--- config.mk ---
export PLATFORM = sky130hd
export DESIGN_NAME = mem_arbiter
export DESIGN_NICKNAME = d
export VERILOG_FILES = /design/src/rtl/mem_arb_pkg.sv /design/src/rtl/mem_arb_wdog.sv /design/src/rtl/mem_arbiter.sv
export SDC_FILE = /design/constraint.sdc
export NUM_CORES = 1
export LEC_CHECK = 0
export CAP_MARGIN = 20
export CORE_MARGIN = 2
export CORE_UTILIZATION = 40
export DETAILED_ROUTE_END_ITERATION = 10
export GPL_ROUTABILITY_DRIVEN = 1
export MAX_ROUTING_LAYER = met4
export PLACE_DENSITY_LB_ADDON = 0.1
export SKIP_LAST_GASP = 1
export SLEW_MARGIN = 20
export SYNTH_ARGS = -nofsm -noshare
export SYNTH_HDL_FRONTEND = slang
export SYNTH_HIERARCHICAL = 1
export SYNTH_SLANG_ARGS = --single-unit
--- constraint.sdc ---
create_clock -name clk -period 2.1 [get_ports clk]
set_input_delay 0.315 -clock clk [delete_from_list [all_inputs] [get_ports clk]]
set_output_delay 0.315 -clock clk [all_outputs]
set_load 0.01 [all_outputs]
--- src/rtl/mem_arb_pkg.sv ---
// mem_arb_pkg: shared arbiter state encoding and timeout length
package mem_arb_pkg;
  typedef enum logic [1:0] {IDLE, DATA, FETCH} state_t;
  localparam int TIMEOUT_CYCLES = 15;
endpackage

--- src/rtl/mem_arb_wdog.sv ---
// mem_arb_wdog: counts mem_en cycles and flags a stalled access (used only under MEM_ARB_TIMEOUT_EN)
module mem_arb_wdog
  import mem_arb_pkg::*;
(
  input  logic clk,
  input  logic rst_n,
  input  logic en,
  input  logic ready,
  output logic timeout
);
  localparam int W = $clog2(TIMEOUT_CYCLES + 1);
  logic [W-1:0] cnt;
  always_ff @(posedge clk or negedge rst_n)
    if (!rst_n) cnt <= '0;
    else cnt <= en ? cnt + 1'b1 : '0;
  assign timeout = en && !ready && cnt == W'(TIMEOUT_CYCLES - 1);
endmodule

--- src/rtl/mem_arbiter.sv ---
// mem_arbiter: data-first fetch/data arbiter onto one memory port; MEM_ARB_TIMEOUT_EN adds a stall watchdog
module mem_arbiter
  import mem_arb_pkg::*;
#(
  parameter int ADDR_W = 16,
  parameter int DATA_W = 16
)(
  input  logic              clk,
  input  logic              rst_n,
  input  logic              if_req,
  input  logic [ADDR_W-1:0] if_addr,
  output logic [DATA_W-1:0] if_rdata,
  output logic              if_done,
  input  logic              dm_rd,
  input  logic              dm_wr,
  input  logic [ADDR_W-1:0] dm_addr,
  input  logic [DATA_W-1:0] dm_wdata,
  output logic [DATA_W-1:0] dm_rdata,
  output logic              dm_done,
  output logic              mem_en,
  output logic              mem_wr,
  output logic [ADDR_W-1:0] mem_addr,
  output logic [DATA_W-1:0] mem_wdata,
  input  logic [DATA_W-1:0] mem_rdata,
  input  logic              mem_ready,
  output logic              busy,
  output logic              err
);
  state_t            state_q, state_d;
  logic [ADDR_W-1:0] addr_q;
  logic [DATA_W-1:0] wdata_q;
  logic              wr_q, dm_req, if_pend, grant, fin, timeout, err_bad;
  assign dm_req  = (dm_rd || dm_wr) && !dm_done;
  assign if_pend = if_req && !if_done;
`ifdef MEM_ARB_TIMEOUT_EN
  logic err_to_q;
  mem_arb_wdog u_wdog (
    .clk    (clk),
    .rst_n  (rst_n),
    .en     (mem_en),
    .ready  (mem_ready),
    .timeout(timeout)
  );
  always_ff @(posedge clk or negedge rst_n)
    if (!rst_n) err_to_q <= 1'b0;
    else err_to_q <= timeout;
  assign err = err_bad || err_to_q;
`else
  assign timeout = 1'b0;
  assign err     = err_bad;
`endif
  assign fin = state_q != IDLE && (mem_ready || timeout);
  always_ff @(posedge clk or negedge rst_n)
    if (!rst_n) state_q <= IDLE;
    else state_q <= state_d;
  always_comb
    state_d = state_q == IDLE ? (dm_req ? DATA : if_pend ? FETCH : IDLE)
            : fin ? IDLE : state_q;
  always_comb begin
    busy      = state_q != IDLE;
    mem_en    = busy;
    mem_wr    = busy && wr_q;
    mem_addr  = addr_q;
    mem_wdata = wdata_q;
    grant     = state_q == IDLE && state_d != IDLE;
    err_bad   = rst_n && state_q == IDLE && dm_req && dm_rd && dm_wr;
  end
  always_ff @(posedge clk or negedge rst_n)
    if (!rst_n) begin
      addr_q  <= '0;
      wdata_q <= '0;
      wr_q    <= 1'b0;
    end else if (grant) begin
      addr_q  <= dm_req ? dm_addr : if_addr;
      wdata_q <= dm_req ? dm_wdata : '0;
      wr_q    <= dm_req && dm_wr;
    end
  always_ff @(posedge clk or negedge rst_n)
    if (!rst_n) begin
      if_done  <= 1'b0;
      dm_done  <= 1'b0;
      if_rdata <= '0;
      dm_rdata <= '0;
    end else begin
      if_done <= fin && state_q == FETCH;
      dm_done <= fin && state_q == DATA;
      if (fin && !wr_q && state_q == FETCH) if_rdata <= timeout ? '0 : mem_rdata;
      if (fin && !wr_q && state_q == DATA) dm_rdata <= timeout ? '0 : mem_rdata;
    end
endmodule

==> flow_metrics.tcl, run 1 <==
set metrics [dict create \
    path_max_fanout 4 \
    syn_inst 177 \
    post-route-min-period_ns 1.95 \
    cts_buffers 9 \
    drv_cap 0 \
    die_h_um 88.3 \
    startpoint_type "flop" \
    dpl_cell_area_um2 4390 \
    max_stage_delay_ns 0.48 \
    wl_per_cell_um 15.8 \
    first_global_vias 2165 \
    insertion_delay_ns 0.33 \
    power_density_nw_per_um2 1450 \
    worstPathArrival_ns 1.64 \
    crit_required_ns 1.78 \
    syn2layout_area_growth_pct 61.2 \
    layout_common_cells "137 x clkdlybuf4s50_1, 69 x dfrtp_1, 54 x mux2_2" \
    num_vias 2038 \
    portBuffers 139 \
    synth_area_per_cell_um2 16.1 \
    postRouteWirelength_mm 6.78 \
    viasPerCell 4.76 \
    grt-ovfl-total 0 \
    tritoncts "built" \
    grt_pass1_wl_mm 10.6 \
    seqPwrFrac 0.350 \
    finalHoldViolCount 0 \
    leakage_nw 1.94 \
    ioPinCount 140 \
    syn_area_um2 2840 \
    critPathKind "reg2out" \
    synth-seq-cells 69 \
    fillCellCount 541 \
    drc 0 \
    worstMarginPinSlew_ns 0.860 \
    holdWs_ns 0.212 \
    antenna_found_initial 0 \
    internal_power_mw 4.62 \
    min_path_type "in2async" \
    clk_pin_slew_ns 0.07 \
    drv_slew 0 \
    power_frac_clock 0.157 \
    cts_max_level 3 \
    power_switching_share 0.305 \
    setup_violations 0 \
    fin_skew_ns 0.00968 \
    fin_cells 428 \
    clock_path_buffers 2 \
    setup_ws_ns 0.146 \
    status "finished, final reports clean" \
    clock-sinks 69 \
    core_area_um2 6830 \
    pre_cts_ws_ns 0.00507 \
    yosys_warnings 6 \
    die_w_um 88.3 \
    max_clock_freq_mhz 512 \
    syn-num-nets 247 \
    finalCritPeriodShare 0.931 \
    rows 30 \
    die-area_um2 7800 \
    tns_ns 0 \
    antennaDiodeCount 0 \
    drive_gt1_frac 0.292 \
    gp_congestion 0.764 \
    dp.cells 413 \
    dp_hpwl_mm 4.91 \
    yosysSeqAreaShare 0.607 \
    synth_cell_type_count 24 \
    stdcell_area_um2 4580 \
    ctsRootBufferMaster "clkbuf_8" \
    crit_path_end_kind "output pin" \
    cp_cell_sequence "nor2_2 -> inv_1 -> and2_1 -> clkdlybuf4s50_1" \
    rsz0062_at_grt "false" \
    p_sw_mw 2.02 \
    ir_drop_mv 0.875 \
    grt_max_degree 70 \
    fin_nets 398 \
    track_usage 0.185 \
    relSlewSlack 0.426 \
    layout_commonest_cell "clkdlybuf4s50_1" \
    power_frac_comb 0.493 \
    drtPass1Iterations 4 \
    drtIter0Drc 32 \
    start_util 0.416 \
    cpMaxStageDelayCell "clkdlybuf4s50_1" \
    drtAntennaViolNets 0 \
]
## worst paths after layout
check                              from            to  slack [ns]  cells past startpoint
hold reg to reg            mem_wdata[3]  mem_wdata[3]        0.50                      1
setup reg to reg             state_q[1]  if_rdata[15]        0.55                      5
min in group clk           mem_wdata[3]  mem_wdata[3]        0.50                      1
hold / removal                    rst_n  mem_addr[15]        0.21                      2
setup / recovery             state_q[1]        mem_wr        0.15                      4
max in group asynchronous         rst_n   if_rdata[6]        1.32                      2
## metal layers
metal	track usage	up-vias	wire length, µm
met1	0.231	1005	3000
met2	0.293	80	3240
li1	-	944	-
met4	0.0455	0	55
met3	0.0597	9	479
met5	-	-	0
## logic make-up (layout without fill, tap and decap cells)
family,Yosys count,in the layout,synth area share
and+or+nand+nor,9,9,0.0312
AOI/OAI and AO/OA,23,23,0.0691
muxes,64,64,0.267
buffers and inverters,12,167,0.0260
DFF,69,69,0.607
## power groups by stage
| stage | clock (mW) | combinational (mW) | sequential [mW] |
|---|---|---|---|
| after floorplan | 0 | 1.25 | 2.63 |
| after global placement | 0 | 3.26 | 2.32 |
| after detailed placement | 0 | 3.32 | 2.34 |
| after CTS | 1.08 | 3.33 | 2.33 |
| after global routing | 1.14 | 3.50 | 2.40 |
| final | 1.04 | 3.28 | 2.33 |
## Yosys cell counts
| cell | n | area (µm²) |
|---|---|---|
| dfrtp_1 | 69 | 1730 |
| mux2_2 | 54 | 608 |
| a22o_1 | 17 | 149 |
| mux2_4 | 10 | 150 |
| buf_2 | 5 | 25.0 |
| buf_4 | 3 | 22.5 |
| inv_1 | 2 | 7.51 |
| a21o_1 | 1 | 7.51 |
| a32o_1 | 1 | 10.0 |
| and2_1 | 1 | 6.26 |
| and3_2 | 1 | 7.51 |
| and4_1 | 1 | 8.76 |
| buf_8 | 1 | 15.0 |
| inv_2 | 1 | 3.75 |
| nor2_1 | 1 | 3.75 |
| nor2_2 | 1 | 6.26 |
| nor2b_1 | 1 | 6.26 |
| nor3_1 | 1 | 5.00 |
| nor4_4 | 1 | 21.3 |
| nor4b_4 | 1 | 23.8 |
| o21a_1 | 1 | 7.51 |
| o21ai_1 | 1 | 5.00 |
| o21ba_2 | 1 | 10.0 |
| o21bai_1 | 1 | 7.51 |
## through the flow
step                      utilization  power, mW
final                           0.671       6.65
after global placement          0.643       5.58
after global routing            0.671       7.04
after CTS                       0.671       6.73
after floorplan                     -       3.87
after detailed placement        0.643       5.66
## state kept, by name, summed over array words and instances (netlist names)
name       count
dm_rdata      16
if_done        1
state_q        2
wr_q           1
if_rdata      16
mem_wdata     16
dm_done        1
mem_addr      16
## worst max-delay path, delay by kind of cell (launching register included)
kind          cells  cell delay (ns)
flops             1             0.39
simple gates      2             0.33
buf+inv           2             0.59
## cell type report
class	instances	area (µm²)	area share
flip-flops and latches	69	1730	0.377
repair buffers	149	1490	0.324
multi-input cells	96	1050	0.229
clock buffers	11	141	0.0308
well taps	96	120	0.0262
clock inverters	4	48.8	0.0106
inverters	3	11.3	0.00246
## what timing repair did
action | CTS | global route
hold buffers | 0 | 0
setup buffers | 0 | 0
gates resized for setup | 2 | 0
endpoints found under the setup margin | 1 | 0
Power figures use the tool's default switching activity.
==> run 2, diff against run 1 <==
- PLACE_DENSITY_LB_ADDON: 0.1 -> 0.3
==> run 2 against run 1 <==
Against the previous run:
- critical path type unchanged
- first-iteration DRC count is 50% higher
- flip-flop and latch count stayed put
- die area stayed put
- highest routed layer unchanged
- combinational power hardly changed
- routed wire length is 2.4% higher
==> flow_metrics.tcl, run 2 (synthesized netlist as in run 1, its figures left out) <==
set metrics [dict create \
    status "finished, final reports clean" \
    ctsHoldBuffers 0 \
    viasPerCell 4.78 \
    rrSetupSlack_ns 0.52 \
    clk_pin_slew_ns 0.08 \
    power_frac_comb 0.477 \
    r2r-start "state_q[1]" \
    cts_resized 2 \
    p_sw_mw 2.04 \
    grt_max_degree 70 \
    postCtsSetupRepairBufs 0 \
    met3_usage 0.0429 \
    die-area_um2 7800 \
    ctsRootBufferMaster "clkbuf_8" \
    dp_hpwl_mm 5.00 \
    startpoint_type "flop" \
    pre_cts_ws_ns 0.0533 \
    grt_use_met2 0.303 \
    die_w_um 88.3 \
    crit_path_end_kind "output pin" \
    max_clock_freq_mhz 523 \
    layout_commonest_cell "clkdlybuf4s50_1" \
    cp_cell_sequence "nor2_2 -> inv_1 -> and2_1 -> clkdlybuf4s50_1" \
    tritoncts "built" \
    seq_area_um2 1730 \
    drc 0 \
    drive_gt1_frac 0.296 \
    cts_buffers 9 \
    ff2ff_path_depth 5 \
    power_switching_share 0.296 \
    post-route-min-period_ns 1.91 \
    insertion_delay_ns 0.33 \
    ir_drop_mv 0.687 \
    portBuffers 139 \
    setup_ws_ns 0.187 \
    clock-sinks 69 \
    first_global_vias 2215 \
    drv_cap 0 \
    power_frac_clock 0.185 \
    wl_per_cell_um 16.1 \
    cpMaxStageDelayCell "clkdlybuf4s50_1" \
    worstPathArrival_ns 1.60 \
    internal_power_mw 4.85 \
    grt_pass1_wl_mm 10.9 \
    drtAntennaViolNets 0 \
    grt-ovfl-total 0 \
    max_stage_delay_ns 0.48 \
    die_h_um 88.3 \
    antennaDiodeCount 0 \
    fin_skew_ns 0.00899 \
    gp_congestion 0.792 \
    min_path_type "in2async" \
    track_usage 0.188 \
    relSlewSlack 0.435 \
    drtIter0Drc 48 \
    grt_use_met1 0.235 \
    leakage_nw 1.97 \
    critPathKind "reg2out" \
    power_density_nw_per_um2 1480 \
    cpLargestDelayFamily "buffers and inverters" \
    drv_slew 0 \
    tns_ns 0 \
    layout_common_cells "137 x clkdlybuf4s50_1, 69 x dfrtp_1, 54 x mux2_2" \
    ioPinCount 140 \
    syn2layout_area_growth_pct 63.2 \
    worstReg2RegEnd "if_rdata[4]" \
    seqPwrFrac 0.338 \
    rsz0062_at_grt "false" \
    finalCritPeriodShare 0.911 \
    fin_nets 400 \
    busiest_layer "met2" \
    postRouteWirelength_mm 6.94 \
    crit_required_ns 1.78 \
    multi_input_area_um2 1050 \
    path_max_fanout 4 \
    critPathBufInv 2 \
    core_area_um2 6830 \
    setup_violations 0 \
    finalHoldViolCount 0 \
    antenna_found_initial 0 \
    clock_path_buffers 2 \
    drtPass1Iterations 4 \
    fillCellCount 547 \
    cts_max_level 3 \
    num_vias 2054 \
    worstMarginPinSlew_ns 0.848 \
    rows 30 \
    start_util 0.416 \
]
-- run 2: changes by cell type in the layout (fill, tap and decap cells not counted), sizes merged --
cell / delta
buf: +2
bufinv: +2
clkbuf: -2
-- run 2: how the worst max path moves through the flow --
stage	from	to	slack, ns	cells after the start
after global routing	state_q[1]	mem_wr	0.12	4
after floorplan	dm_done	mem_addr[0]	0.47	5
after global placement	dm_wr	err	0.08	5
final	state_q[1]	mem_wr	0.19	4
after detailed placement	dm_wr	err	0.05	5
after CTS	state_q[1]	mem_wr	0.16	4
-- run 2: layer usage --
layer,share of wire,vias up
met5,0,-
met4,0.015,0
met3,0.064,10
met2,0.48,82
met1,0.44,1015
li1,-,947
-- run 2: layout make-up --
class | count | area share
clock buffer | 9 | 0.0267
inverter | 3 | 0.00243
clock inverter | 6 | 0.0243
multi-input combinational | 96 | 0.225
tap | 96 | 0.0259
timing repair buffer | 151 | 0.323
sequential | 69 | 0.372
-- run 2: stage by stage --
stage | hold slack, ns | std cells | util | total power, mW | area (µm²)
after floorplan | 0.0194 | 177 | - | 3.87 | 2840
after global placement | 0.484 | 415 | 0.645 | 5.59 | 4400
after detailed placement | 0.486 | 415 | 0.645 | 5.67 | 4400
after CTS | 0.240 | 430 | 0.679 | 6.98 | 4640
after global routing | 0.281 | 430 | 0.679 | 7.29 | 4640
final | 0.203 | 430 | 0.679 | 6.89 | 4640
-- run 2: power by group through the flow --
| stage | sequential, mW | combinational [mW] | clock [mW] |
|---|---|---|---|
| after floorplan | 2.63 | 1.25 | 0 |
| after global placement | 2.32 | 3.27 | 0 |
| after detailed placement | 2.34 | 3.33 | 0 |
| after CTS | 2.33 | 3.34 | 1.31 |
| after global routing | 2.41 | 3.52 | 1.36 |
| final | 2.33 | 3.29 | 1.27 |
==> edit, RTL diff (config.mk and constraints of run 2) <==
The option `MEM_ARB_TIMEOUT_EN` is turned on by a define.
--- a/src/rtl/mem_arbiter.sv
+++ b/src/rtl/mem_arbiter.sv
@@ -1,2 +1,4 @@
 // mem_arbiter: data-first fetch/data arbiter onto one memory port; MEM_ARB_TIMEOUT_EN adds a stall watchdog
+`define MEM_ARB_TIMEOUT_EN
+
 module mem_arbiter
Function: no difference found for any inputs over 10 cycles, from zero or initial values and one cycle with rst_n low; that may be too few to reach the edited logic, so the function may still have changed.
==> edit against run 2 <==
  * Setup slack worse by 0.058 ns
  * First-iteration DRC count is 63% higher
  * Sequential cell count is 5 higher
  * Synthesized cell count is 53% higher
  * Cell area is 11% higher
  * Maximum frequency is 2.9% lower
  * Clock skew is 0.0025 ns lower
  * Area after synthesis is 20% higher
  * Final cell count is 23% higher
  * Wire length is 26% higher
  * Sequential share of layout area is 1.4 points lower
  * Power is 3.0% higher
==> edit: results (changes against run 2) <==
global-route wire length before repair 13280 um (+22%); peak supply drop 0.7536 mV (+9.7%); Netlist cell types 36 (+50%); pre-CTS WS 0.01223 ns (-0.04111 ns); Post-Layout Cell Count 527 (+23%); synth top area cells dfrtp_1, mux2_2, mux2i_1; Seq/Total Area, Yosys 0.5411 (-0.06599); dpl hpwl 6215 um (+24%); Cells after Synth 271 (+53%); Net Count, Synth 343 (+39%); layout net count 490 (+23%); met3 usage 0.05818 (+0.01527); placed insts 512 (+23%); Worst-Margin Slew 0.9323 ns (+0.08452 ns); top cells by count, synth dfrtp_1, mux2_2, nand2_1; Worst R2R Setup Slack 0.22 ns (-0.30 ns); dpl cell area 0.004970 sq mm (+13%); compound-cell area share of the yosys netlist 0.08227 (+0.01320); GRT Total Usage 0.1957 (+0.007472); Max FO, Critical Path 19 (+15); DRT iter0 DRCs 78 (+63%); share of the synthesized netlist area taken by xor and xnor gates 0.002559 (+0.002559); Crit-path slowest cell dfrtp_1; status finished, final reports clean; Via Count 2623 (+28%); largest delay contributor family on the critical path flip-flops; CP arrival 1.66 ns (+0.06 ns); # fillers 699 (+28%); largest net degree at the start of global routing 75 (+7.1%)
## edit: changes by cell type in the layout (fill, tap and decap cells not counted), moves of 17 or more
cell     change
a22o_1      -17
nand3_1     +18
mux2_2      -32
mux2i_1     +18
nand2_1     +19
## edit: kinds of logic after synthesis
kind of cell	Yosys count
adder cells (fa/ha/maj)	2
buffers and inverters	20
multiplexers	50
flip-flops	74
AO/OA/AOI/OAI	38
AND/OR/NAND/NOR	86
XOR/XNOR	1
## edit: worst max path at each step
stage,from,to,slack (ns),depth (start not counted)
5_1_grt,if_done$_DFF_PN0_,if_done,0.02,1
2_1_floorplan,state_q[0]$_DFF_PN0_,dm_rdata[10]$_DFFE_PN0P_,0.03,8
3_5_place_dp,dm_wr,err,0.01,5
6_report,if_done$_DFF_PN0_,if_done,0.13,1
4_1_cts,if_done$_DFF_PN0_,if_done,0.06,1
3_3_place_gp,dm_wr,err,0.03,5
## edit: report_power, final
group	total [mW]	switching [mW]	leakage (nW)	internal [mW]
Sequential	2.49	0.409	0.898	2.08
Combinational	3.45	1.40	1.23	2.05
Clock	1.15	0.487	0.100	0.663
Total	7.09	2.30	2.22	4.79
## edit: per-layer routing
layer	wire, um	part of all wire	vias up
li1	-	-	1250
met1	3657	0.42	1281
met2	4259	0.49	86
met3	761	0.087	6
met4	62	0.0071	0
met5	0	0	-
## edit: area by class of cell
type,instances,area share
Timing Repair Buffer,153,0.2935
Clock buffer,12,0.02615
Clock inverter,3,0.01259
Inverter,3,0.002179
Multi-Input combinational cell,177,0.2818
Sequential cell,74,0.3584
Tap cell,105,0.02542
## edit: repair_timing
| action | in CTS | in global routing |
|---|---|---|
| resized for setup | 2 | 0 |
| endpoints found under the setup margin | 2 | 0 |
| hold endpoints to repair | 0 | 0 |
